$ cat config.mk
export PLATFORM = sky130hd
export DESIGN_NAME = pic_mode_sched_flat
export DESIGN_NICKNAME = d
export VERILOG_FILES = /design/src/rtl/pic_mode_sched_pkg.sv /design/src/rtl/pic_mode_sched_if.sv /design/src/rtl/pic_mode_sched_win_cnt.sv /design/src/rtl/pic_mode_sched.sv /design/src/flat_wrapper.sv
export SDC_FILE = /design/constraint.sdc
export NUM_CORES = 1
export LEC_CHECK = 0
export CORE_MARGIN = 2
export CORE_UTILIZATION = 50
export DETAILED_ROUTE_END_ITERATION = 10
export HOLD_SLACK_MARGIN = 0.02
export PLACE_DENSITY = 0.78
export REMOVE_ABC_BUFFERS = 1
export SLEW_MARGIN = 20
export SYNTH_ARGS = -nofsm -noshare
export SYNTH_HDL_FRONTEND = slang
export SYNTH_HIERARCHICAL = 1
export SYNTH_SLANG_ARGS = --single-unit
$ cat constraint.sdc
create_clock -name clk -period 3.2 [get_ports clk]
set_input_delay 0.96 -clock clk [delete_from_list [all_inputs] [get_ports clk]]
set_output_delay 0.96 -clock clk [all_outputs]
set_load 0.01 [all_outputs]
$ cat src/rtl/pic_mode_sched_pkg.sv
`default_nettype none
// ============================================================================
//  Module   : pic_pkg
//  Purpose  : Shared definitions for the picture-mode scheduler: display mode
//             encodings, legal key codes, default picture window geometry,
//             derived edge-image size and the key decode helper.
//  Revision : 1.0  initial release
// ============================================================================
package pic_pkg;

    typedef enum logic [2:0] {
        MODE_IDLE    = 3'd0,
        MODE_RGB     = 3'd1,
        MODE_GRAY    = 3'd2,
        MODE_CAPTURE = 3'd3,
        MODE_EDGE    = 3'd4
    } mode_t;

    localparam logic [3:0] KEY_IDLE = 4'b0000;
    localparam logic [3:0] KEY_RGB  = 4'b0001;
    localparam logic [3:0] KEY_GRAY = 4'b0010;
    localparam logic [3:0] KEY_EDGE = 4'b0100;

    localparam int DEF_PIC_X0 = 500;
    localparam int DEF_PIC_Y0 = 200;
    localparam int DEF_PIC_W  = 160;
    localparam int DEF_PIC_H  = 160;
    localparam int DEF_ADDR_W = 16;

    // The Sobel stage drops a one-pixel border on every side.
    function automatic int edge_pixels(input int w, input int h);
        return (w - 2) * (h - 2);
    endfunction

    localparam int EDGE_N = edge_pixels(DEF_PIC_W, DEF_PIC_H);

    typedef struct packed {
        logic  legal;
        mode_t req;
    } key_req_t;

    // Maps a key pattern to a requested mode; an edge request is reported as
    // MODE_EDGE and resolved to CAPTURE/EDGE by the scheduler.
    function automatic key_req_t key_decode(input logic [3:0] key);
        key_req_t r;
        r.legal = 1'b1;
        r.req   = MODE_IDLE;
        case (key)
            KEY_IDLE: r.req = MODE_IDLE;
            KEY_RGB:  r.req = MODE_RGB;
            KEY_GRAY: r.req = MODE_GRAY;
            KEY_EDGE: r.req = MODE_EDGE;
            default:  r.legal = 1'b0;
        endcase
        return r;
    endfunction

endpackage
`default_nettype wire

$ cat src/rtl/pic_mode_sched_if.sv
`default_nettype none
// ============================================================================
//  Module   : pic_mode_sched_if
//  Purpose  : Bundles the scheduler's control inputs (keys, frame/pixel
//             timing, Sobel valid) and its datapath control outputs.
//  Modports : master - drives keyin/frame_start/pix_x/pix_y/sobel_valid
//             slave  - the scheduler, drives mode and ROM/RAM controls
//  Revision : 1.0  initial release
// ============================================================================
interface pic_mode_sched_if #(
    parameter int ADDR_W = 16
);
    import pic_pkg::*;

    logic [3:0]        keyin;
    logic              frame_start;
    logic [9:0]        pix_x;
    logic [9:0]        pix_y;
    logic              sobel_valid;

    mode_t             mode;
    logic              rom_rden;
    logic [ADDR_W-1:0] rom_addr;
    logic              ram_wren;
    logic              ram_rden;
    logic [ADDR_W-1:0] ram_addr;
    logic              edge_ready;
    logic              cap_err;

    modport master (
        output keyin, frame_start, pix_x, pix_y, sobel_valid,
        input  mode, rom_rden, rom_addr, ram_wren, ram_rden, ram_addr,
               edge_ready, cap_err
    );

    modport slave (
        input  keyin, frame_start, pix_x, pix_y, sobel_valid,
        output mode, rom_rden, rom_addr, ram_wren, ram_rden, ram_addr,
               edge_ready, cap_err
    );

endinterface
`default_nettype wire

$ cat src/rtl/pic_mode_sched_win_cnt.sv
`default_nettype none
// ============================================================================
//  Module   : pic_win_cnt
//  Purpose  : Registered rectangular window test plus an enable-gated read
//             address counter that clears on frame_start and wraps at LAST.
//  Ports    : clk, rst      - clock, asynchronous active-high reset
//             en            - mode gate for the read enable
//             frame_start   - clears the address counter
//             pix_x, pix_y  - current pixel position
//             rden          - window hit from the previous pixel, gated by en
//             addr          - address belonging to the current rden cycle
//  Revision : 1.0  initial release
// ============================================================================
module pic_win_cnt #(
    parameter int X_MIN  = 500,
    parameter int X_MAX  = 659,
    parameter int Y_MIN  = 200,
    parameter int Y_MAX  = 359,
    parameter int ADDR_W = 16,
    parameter int LAST   = 25599
) (
    input  wire logic              clk,
    input  wire logic              rst,
    input  wire logic              en,
    input  wire logic              frame_start,
    input  wire logic [9:0]        pix_x,
    input  wire logic [9:0]        pix_y,
    output logic                   rden,
    output logic [ADDR_W-1:0]      addr
);

    localparam logic [9:0]        C_X_LO = 10'(X_MIN);
    localparam logic [9:0]        C_X_HI = 10'(X_MAX);
    localparam logic [9:0]        C_Y_LO = 10'(Y_MIN);
    localparam logic [9:0]        C_Y_HI = 10'(Y_MAX);
    localparam logic [ADDR_W-1:0] C_LAST = ADDR_W'(LAST);

    logic              win_q, win_d;
    logic [ADDR_W-1:0] addr_q, addr_d;

    always_comb begin
        win_d = (pix_x >= C_X_LO) && (pix_x <= C_X_HI) &&
                (pix_y >= C_Y_LO) && (pix_y <= C_Y_HI);

        rden   = en & win_q;

        // frame_start wins over a coincident read so each frame starts at 0.
        addr_d = addr_q;
        if (frame_start) begin
            addr_d = '0;
        end else if (rden) begin
            addr_d = (addr_q == C_LAST) ? '0 : addr_q + ADDR_W'(1);
        end
    end

    always_ff @(posedge clk or posedge rst) begin
        if (rst) begin
            win_q  <= 1'b0;
            addr_q <= '0;
        end else begin
            win_q  <= win_d;
            addr_q <= addr_d;
        end
    end

    assign addr = addr_q;

endmodule
`default_nettype wire

$ cat src/rtl/pic_mode_sched.sv
`default_nettype none
// ============================================================================
//  Module   : pic_mode_sched
//  Purpose  : Display-mode scheduler for the picture datapath. Latches key
//             requests, switches mode on frame boundaries, runs a one-frame
//             Sobel capture into the edge RAM before edge display, and drives
//             the ROM/RAM enables and addresses for the picture window.
//  Ports    : clk  - system clock
//             rst  - asynchronous reset, active-high
//             sif  - slave side of pic_mode_sched_if (keys, pixel timing,
//                    Sobel valid in; mode, ROM/RAM controls, status out)
//  Revision : 1.0  initial release
// ============================================================================
module pic_mode_sched
    import pic_pkg::*;
#(
    parameter int PIC_X0 = DEF_PIC_X0,
    parameter int PIC_Y0 = DEF_PIC_Y0,
    parameter int PIC_W  = DEF_PIC_W,
    parameter int PIC_H  = DEF_PIC_H,
    parameter int ADDR_W = DEF_ADDR_W
) (
    input  wire logic          clk,
    input  wire logic          rst,
    pic_mode_sched_if.slave    sif
);

    localparam int              C_EDGE_CNT  = edge_pixels(PIC_W, PIC_H);
    localparam logic [ADDR_W-1:0] C_EDGE_LAST = ADDR_W'(C_EDGE_CNT - 1);

    mode_t             mode_q, mode_d;
    mode_t             pend_q, pend_d;
    logic              edge_ready_q, edge_ready_d;
    logic              cap_err_q, cap_err_d;
    logic [ADDR_W-1:0] wr_cnt_q, wr_cnt_d;

    key_req_t          w_key;
    logic              w_wr_fire;
    logic              w_wr_last;
    mode_t             w_target;
    logic              w_rom_en;
    logic              w_ram_en;
    logic              w_ram_rden;
    logic [ADDR_W-1:0] w_rd_addr;

    always_comb begin
        w_key  = key_decode(sif.keyin);
        pend_d = w_key.legal ? w_key.req : pend_q;

        // In CAPTURE edge_ready doubles as the "capture complete" flag, so
        // writes stop as soon as the last edge pixel has been stored.
        w_wr_fire = (mode_q == MODE_CAPTURE) && !edge_ready_q && sif.sobel_valid;
        w_wr_last = w_wr_fire && (wr_cnt_q == C_EDGE_LAST);

        // An edge request needs a complete image; otherwise capture first.
        w_target = ((pend_q == MODE_EDGE) && !edge_ready_q) ? MODE_CAPTURE : pend_q;

        mode_d       = mode_q;
        edge_ready_d = edge_ready_q;
        cap_err_d    = cap_err_q;
        wr_cnt_d     = wr_cnt_q;

        if (w_wr_fire) begin
            wr_cnt_d = wr_cnt_q + ADDR_W'(1);
            if (w_wr_last) begin
                edge_ready_d = 1'b1;
            end
        end

        if (sif.frame_start) begin
            if (mode_q == MODE_CAPTURE) begin
                if (edge_ready_q) begin
                    mode_d = w_target;
                end else if (!w_wr_last) begin
                    // A whole frame passed without a full edge image.
                    cap_err_d = 1'b1;
                    mode_d    = MODE_IDLE;
                end
                // A final write coinciding with frame_start keeps CAPTURE for
                // one more frame; the switch happens at the next boundary.
            end else begin
                mode_d = w_target;
                if (w_target == MODE_CAPTURE) begin
                    wr_cnt_d     = '0;
                    edge_ready_d = 1'b0;
                end
            end
        end
    end

    always_ff @(posedge clk or posedge rst) begin
        if (rst) begin
            mode_q       <= MODE_IDLE;
            pend_q       <= MODE_IDLE;
            edge_ready_q <= 1'b0;
            cap_err_q    <= 1'b0;
            wr_cnt_q     <= '0;
        end else begin
            mode_q       <= mode_d;
            pend_q       <= pend_d;
            edge_ready_q <= edge_ready_d;
            cap_err_q    <= cap_err_d;
            wr_cnt_q     <= wr_cnt_d;
        end
    end

    assign w_rom_en = (mode_q == MODE_RGB) || (mode_q == MODE_GRAY) ||
                      (mode_q == MODE_CAPTURE);
    assign w_ram_en = (mode_q == MODE_EDGE);

    pic_win_cnt #(
        .X_MIN  (PIC_X0),
        .X_MAX  (PIC_X0 + PIC_W - 1),
        .Y_MIN  (PIC_Y0),
        .Y_MAX  (PIC_Y0 + PIC_H - 1),
        .ADDR_W (ADDR_W),
        .LAST   (PIC_W * PIC_H - 1)
    ) u_rom_win (
        .clk         (clk),
        .rst         (rst),
        .en          (w_rom_en),
        .frame_start (sif.frame_start),
        .pix_x       (sif.pix_x),
        .pix_y       (sif.pix_y),
        .rden        (sif.rom_rden),
        .addr        (sif.rom_addr)
    );

    // The edge image is two pixels narrower and shorter than the picture.
    pic_win_cnt #(
        .X_MIN  (PIC_X0),
        .X_MAX  (PIC_X0 + PIC_W - 3),
        .Y_MIN  (PIC_Y0),
        .Y_MAX  (PIC_Y0 + PIC_H - 3),
        .ADDR_W (ADDR_W),
        .LAST   (C_EDGE_CNT - 1)
    ) u_ram_win (
        .clk         (clk),
        .rst         (rst),
        .en          (w_ram_en),
        .frame_start (sif.frame_start),
        .pix_x       (sif.pix_x),
        .pix_y       (sif.pix_y),
        .rden        (w_ram_rden),
        .addr        (w_rd_addr)
    );

    // Single RAM port: the mode decides who owns the address, so a write and
    // a read can never be issued in the same cycle.
    assign sif.ram_rden   = w_ram_rden;
    assign sif.ram_wren   = w_wr_fire;
    assign sif.ram_addr   = (mode_q == MODE_CAPTURE) ? wr_cnt_q  :
                            (mode_q == MODE_EDGE)    ? w_rd_addr : '0;
    assign sif.mode       = mode_q;
    assign sif.edge_ready = edge_ready_q;
    assign sif.cap_err    = cap_err_q;

endmodule
`default_nettype wire

$ cat src/flat_wrapper.sv
// flat-port wrapper written by rule: the top's interface ports become plain ports
module pic_mode_sched_flat import pic_pkg::*;
#(
    parameter int PIC_X0 = DEF_PIC_X0,
    parameter int PIC_Y0 = DEF_PIC_Y0,
    parameter int PIC_W  = DEF_PIC_W,
    parameter int PIC_H  = DEF_PIC_H,
    parameter int ADDR_W = DEF_ADDR_W
)
  (clk, rst, sif_keyin, sif_frame_start, sif_pix_x, sif_pix_y, sif_sobel_valid, sif_mode, sif_rom_rden, sif_rom_addr, sif_ram_wren, sif_ram_rden, sif_ram_addr, sif_edge_ready, sif_cap_err);
  pic_mode_sched_if #(.ADDR_W(ADDR_W)) sif_i ();
  input  wire logic clk;
  input  wire logic rst;
  input wire logic [$bits(sif_i.keyin)-1:0] sif_keyin;
  input wire logic [$bits(sif_i.frame_start)-1:0] sif_frame_start;
  input wire logic [$bits(sif_i.pix_x)-1:0] sif_pix_x;
  input wire logic [$bits(sif_i.pix_y)-1:0] sif_pix_y;
  input wire logic [$bits(sif_i.sobel_valid)-1:0] sif_sobel_valid;
  output wire logic [$bits(sif_i.mode)-1:0] sif_mode;
  output wire logic [$bits(sif_i.rom_rden)-1:0] sif_rom_rden;
  output wire logic [$bits(sif_i.rom_addr)-1:0] sif_rom_addr;
  output wire logic [$bits(sif_i.ram_wren)-1:0] sif_ram_wren;
  output wire logic [$bits(sif_i.ram_rden)-1:0] sif_ram_rden;
  output wire logic [$bits(sif_i.ram_addr)-1:0] sif_ram_addr;
  output wire logic [$bits(sif_i.edge_ready)-1:0] sif_edge_ready;
  output wire logic [$bits(sif_i.cap_err)-1:0] sif_cap_err;
  assign sif_i.keyin = sif_keyin;
  assign sif_i.frame_start = sif_frame_start;
  assign sif_i.pix_x = sif_pix_x;
  assign sif_i.pix_y = sif_pix_y;
  assign sif_i.sobel_valid = sif_sobel_valid;
  assign sif_mode = sif_i.mode;
  assign sif_rom_rden = sif_i.rom_rden;
  assign sif_rom_addr = sif_i.rom_addr;
  assign sif_ram_wren = sif_i.ram_wren;
  assign sif_ram_rden = sif_i.ram_rden;
  assign sif_ram_addr = sif_i.ram_addr;
  assign sif_edge_ready = sif_i.edge_ready;
  assign sif_cap_err = sif_i.cap_err;
  pic_mode_sched #(.PIC_X0(PIC_X0), .PIC_Y0(PIC_Y0), .PIC_W(PIC_W), .PIC_H(PIC_H), .ADDR_W(ADDR_W)) u_core (.clk(clk), .rst(rst), .sif(sif_i));
endmodule
==> results.md <==
- TritonCTS built the clock tree.
- The power per unit of standard cell area is 389.1 nW/um2.
- Setup violations remaining at the end of the flow were counted as 0.
- The mean area per synthesized cell is 9.090 um2.
- The run finished with clean final reports.
- The synthesized-area fraction occupied by ao, oa, aoi and oai cells came to 0.1745.
- The post-place setup slack is -0.01592 ns.
- After technology mapping, the gate count stands at 370.
- The slowest stage of the critical path belongs to the cell sky130_fd_sc_hd__clkdlybuf4s50_1.
- The H-tree was split into 3 levels.
- The most common cell after layout, fill and taps aside is sky130_fd_sc_hd__clkdlybuf4s50_1.
- The number of antenna diodes in the final layout is 0.
- The worst slew slack as a fraction of its limit is 0.3189.
- The wire length of the first global-routing pass is 14010 um.
- The number of buffers and inverters on the critical path is 3.
- The path class of the tightest hold or removal check is flip-flop to flip-flop.
- The initial antenna violation count is 0.
- In this run the critical register-to-register path is launched from u_core/u_ram_win/addr[0].
- The post-layout instance count excluding filler cells is 525.
- After synthesis, the share of cell area in mux cells is 0.005952.
- The number of cell rows is 29.
- The share of the Yosys chip area taken by registers is 0.4315.
- In this run the static leakage power is 1.742 nW.
- Buffers inserted during clock tree synthesis total 9.
- Of the total synthesized cell area, the portion taken by XOR and XNOR cells is 0.06771.
- The minimum setup slack in the final design is 0.1193 ns.
- The unique cell type count in the Yosys netlist is 54.
- In the layout the commonest cells are 64 x sky130_fd_sc_hd__clkdlybuf4s50_1, 58 x sky130_fd_sc_hd__dfrtp_1, 42 x sky130_fd_sc_hd__nor2_1, 28 x sky130_fd_sc_hd__nand2_1, 24 x sky130_fd_sc_hd__a21oi_1.
- During I/O placement, the number of pins put on the boundary was 68.
- The die covers 7399 um2.
- The main combinational cell family by area after synthesis is simple AND/OR/NAND/NOR gates.
- The worst hold slack across all endpoints is 0.4923 ns.
- In the routed layout, each cell is associated on average with a via count of 6.072.
- The critical path goes through nor3_2 > buf_6 > nand2_1 > inv_1 > clkdlybuf4s50_1.
- The number of global-route vias before repair is 3005.
- The most critical setup path has its startpoint at u_core/sif.mode[1].
- In the synthesized netlist the dominant register cell turns out to be sky130_fd_sc_hd__dfrtp_1.
- The post-CTS clock slew at the launch and capture registers of the worst setup and hold paths is 0.07 ns.
- The start point of the worst hold path is u_core/sif.cap_err.
- Across the routed clock network, the largest skew measured is 0.008445 ns.
- Fill cells in the final layout number 537.
- The number of hold violations in the final report is 0.
- For this block, the routed nets add up to 8362 um of wire.
- The detail route stage leaves a number of antenna-violating nets equal to 0.
- The final routed wire length divided by cell count is 15.93 um.
- The post-route core utilization is 0.6706.
- The CTS sink count is 58.
- The HPWL after detailed placement is 6071 um.
- The placed instance area is 4133 um2.
- The final max-slew violation count came to 0.
- Measured along the x axis, the die boundary spans 86.02 um.
- Of the total synthesized cell area, the portion taken by full adders, half adders and majority gates is 0.01116.
- Data on the critical path arrives at its endpoint at 2.12 ns.
- The count of routing violations after the opening detailed-route iteration is 163.
- The Yosys step of the flow raised 6 warnings.
- The cell at the root of the clock tree is sky130_fd_sc_hd__clkbuf_8.
- At the end of the flow, the number of nets in the layout was 475.
- At the later pin of the worst-skew pair, clock insertion delay measures 0.33 ns.
- The overall track demand over capacity in global routing is 0.2353.
- Of the cells placed in the final design, the portion with a size suffix greater than 1 is 0.08929.
- The category of the critical setup timing path is flip-flop to output pin.
- The pin count of the biggest net entering global routing is 25.
- The share of synthesized flip-flops with an asynchronous set or reset is 1.000.
- For this configuration, the core starts out at a cell density of 0.5237.
- Detailed routing inserted a total of 3188 vias.
- STA classifies the critical path endpoint as an output pin.
- The buffer levels on the longest clock path is 2.
- The y dimension of the die is 86.02 um.
- The aggregate global routing overflow is 0.
- During placement, the flow inserted port buffers numbering 65.
- The worst path needs 3.081 ns of the cycle, external delays included.
- For the pin with the worst max-slew slack, the measured transition is 1.020 ns.
- The buffers inserted during post-CTS setup optimization is 0.
- The remaining routing DRC violations is 0.
- At the end of routability-driven placement, the weighted congestion stood at 0.8097.
- The required arrival time at the worst endpoint is 2.24 ns.
- The netlist area before placement is 3363 um2.
- In this run, synthesis inferred 0 flip-flops with an integrated enable.
- The cell count after placement is 510.
- Timing would allow up to 324.6 MHz.
- The core region is 6422 um2.
- Of the total synthesized cell area, the portion taken by AND, OR, NAND and NOR gates is 0.2764.
- The area growth from synthesis to layout is 28.05%.
- The count of state elements after synthesis is 58.
- The worst setup path is launched from a flip-flop.
- Along the worst path, the maximum fanout reaches 19.
- The total chip power is 1.676 mW.
- Across the VDD grid, the largest voltage drop is 196.4 uV.
- The longest individual stage delay on the worst path is 0.57 ns.
- Max-cap violations in this run came to 0.
- In the finished design, the share of the clock period the worst path needs comes to 0.9627.
- Adding up every negative setup slack in the final design gives 0 ns.
- The number of optimization iterations in the first detailed-route pass is 5.
- After routing the design area is 4307 um2.
- The kind of cell with the highest combined delay on the critical path is buffers and inverters.
==> final timing paths <==
check,to,slack (ns),cells past startpoint
worst max-delay path,sif_ram_rden,0.12,5
worst min-delay path,u_core/sif.cap_err,0.49,1
worst max register to register,u_core/u_ram_win/addr[8],0.75,5
worst min register to register,u_core/sif.cap_err,0.49,1
max in group asynchronous,u_core/u_rom_win/addr[4],1.67,2
min in group asynchronous,u_core/sif.mode[0],1.06,3
==> logic make-up (layout without fill, tap and decap cells) <==
family / Yosys count / in the layout
adders and majority gates: 3 / 3
and+or+nand+nor: 167 / 167
AOI/OAI and AO/OA: 86 / 86
xor gates and xnor gates: 26 / 26
DFF: 58 / 58
buffers and inverters: 28 / 106
muxes: 2 / 2
==> where the power goes <==
part	switching, mW	total, mW	internal (mW)
combinational	0.141	0.265	0.124
clock	0.280	0.595	0.315
sequential	0.0483	0.815	0.767
==> synth_stat cells (11+ instances only) <==
cell                      count  share of area
sky130_fd_sc_hd__inv_1       17          0.019
sky130_fd_sc_hd__nand2_1     28          0.031
sky130_fd_sc_hd__xor2_1      12          0.031
sky130_fd_sc_hd__dfrtp_1     58           0.43
sky130_fd_sc_hd__a21oi_1     24          0.036
sky130_fd_sc_hd__o21ai_0     15          0.022
sky130_fd_sc_hd__nor2_1      42          0.047
sky130_fd_sc_hd__xnor2_1     14          0.036
sky130_fd_sc_hd__nand4_1     11          0.020
sky130_fd_sc_hd__nor3_1      14          0.021
sky130_fd_sc_hd__nand3_1     14          0.021
sky130_fd_sc_hd__a22o_1      12          0.031
==> layer usage <==
metal	track usage	up-vias	wire (um)
met3	0.04427	6	441
li1	-	1522	-
met5	0	-	0
met1	0.3169	1567	3702
met4	0.08369	0	82
met2	0.3798	93	4136
==> registers in the layout, summed over array words and instances (netlist names), 3 cells and up <==
register	cells
u_core/u_rom_win/addr	16
u_core/sif.mode	3
u_core/pend_q	3
u_core/u_ram_win/addr	16
u_core/wr_cnt_q	16
==> what timing repair did <==
| action | in CTS | in global routing |
|---|---|---|
| pin swaps | 0 | 0 |
| hold buffers | 0 | 0 |
| hold endpoints to repair | 0 | 0 |
| endpoints found under the setup margin | 1 | 10 |
| gates resized for setup | 1 | 2 |
==> cell type report <==
cell class                      count  area (um2)  share of cell area
Clock inverter                      3       15.01            0.003486
Inverter                           18       67.56             0.01569
Timing Repair Buffer               73       713.2              0.1656
Sequential cell                    58        1451              0.3370
Multi-Input combinational cell    284        1808              0.4198
Tap cell                           77       96.34             0.02237
Clock buffer                       12       155.1             0.03603
No activity file was read; power rests on OpenSTA's default activity.
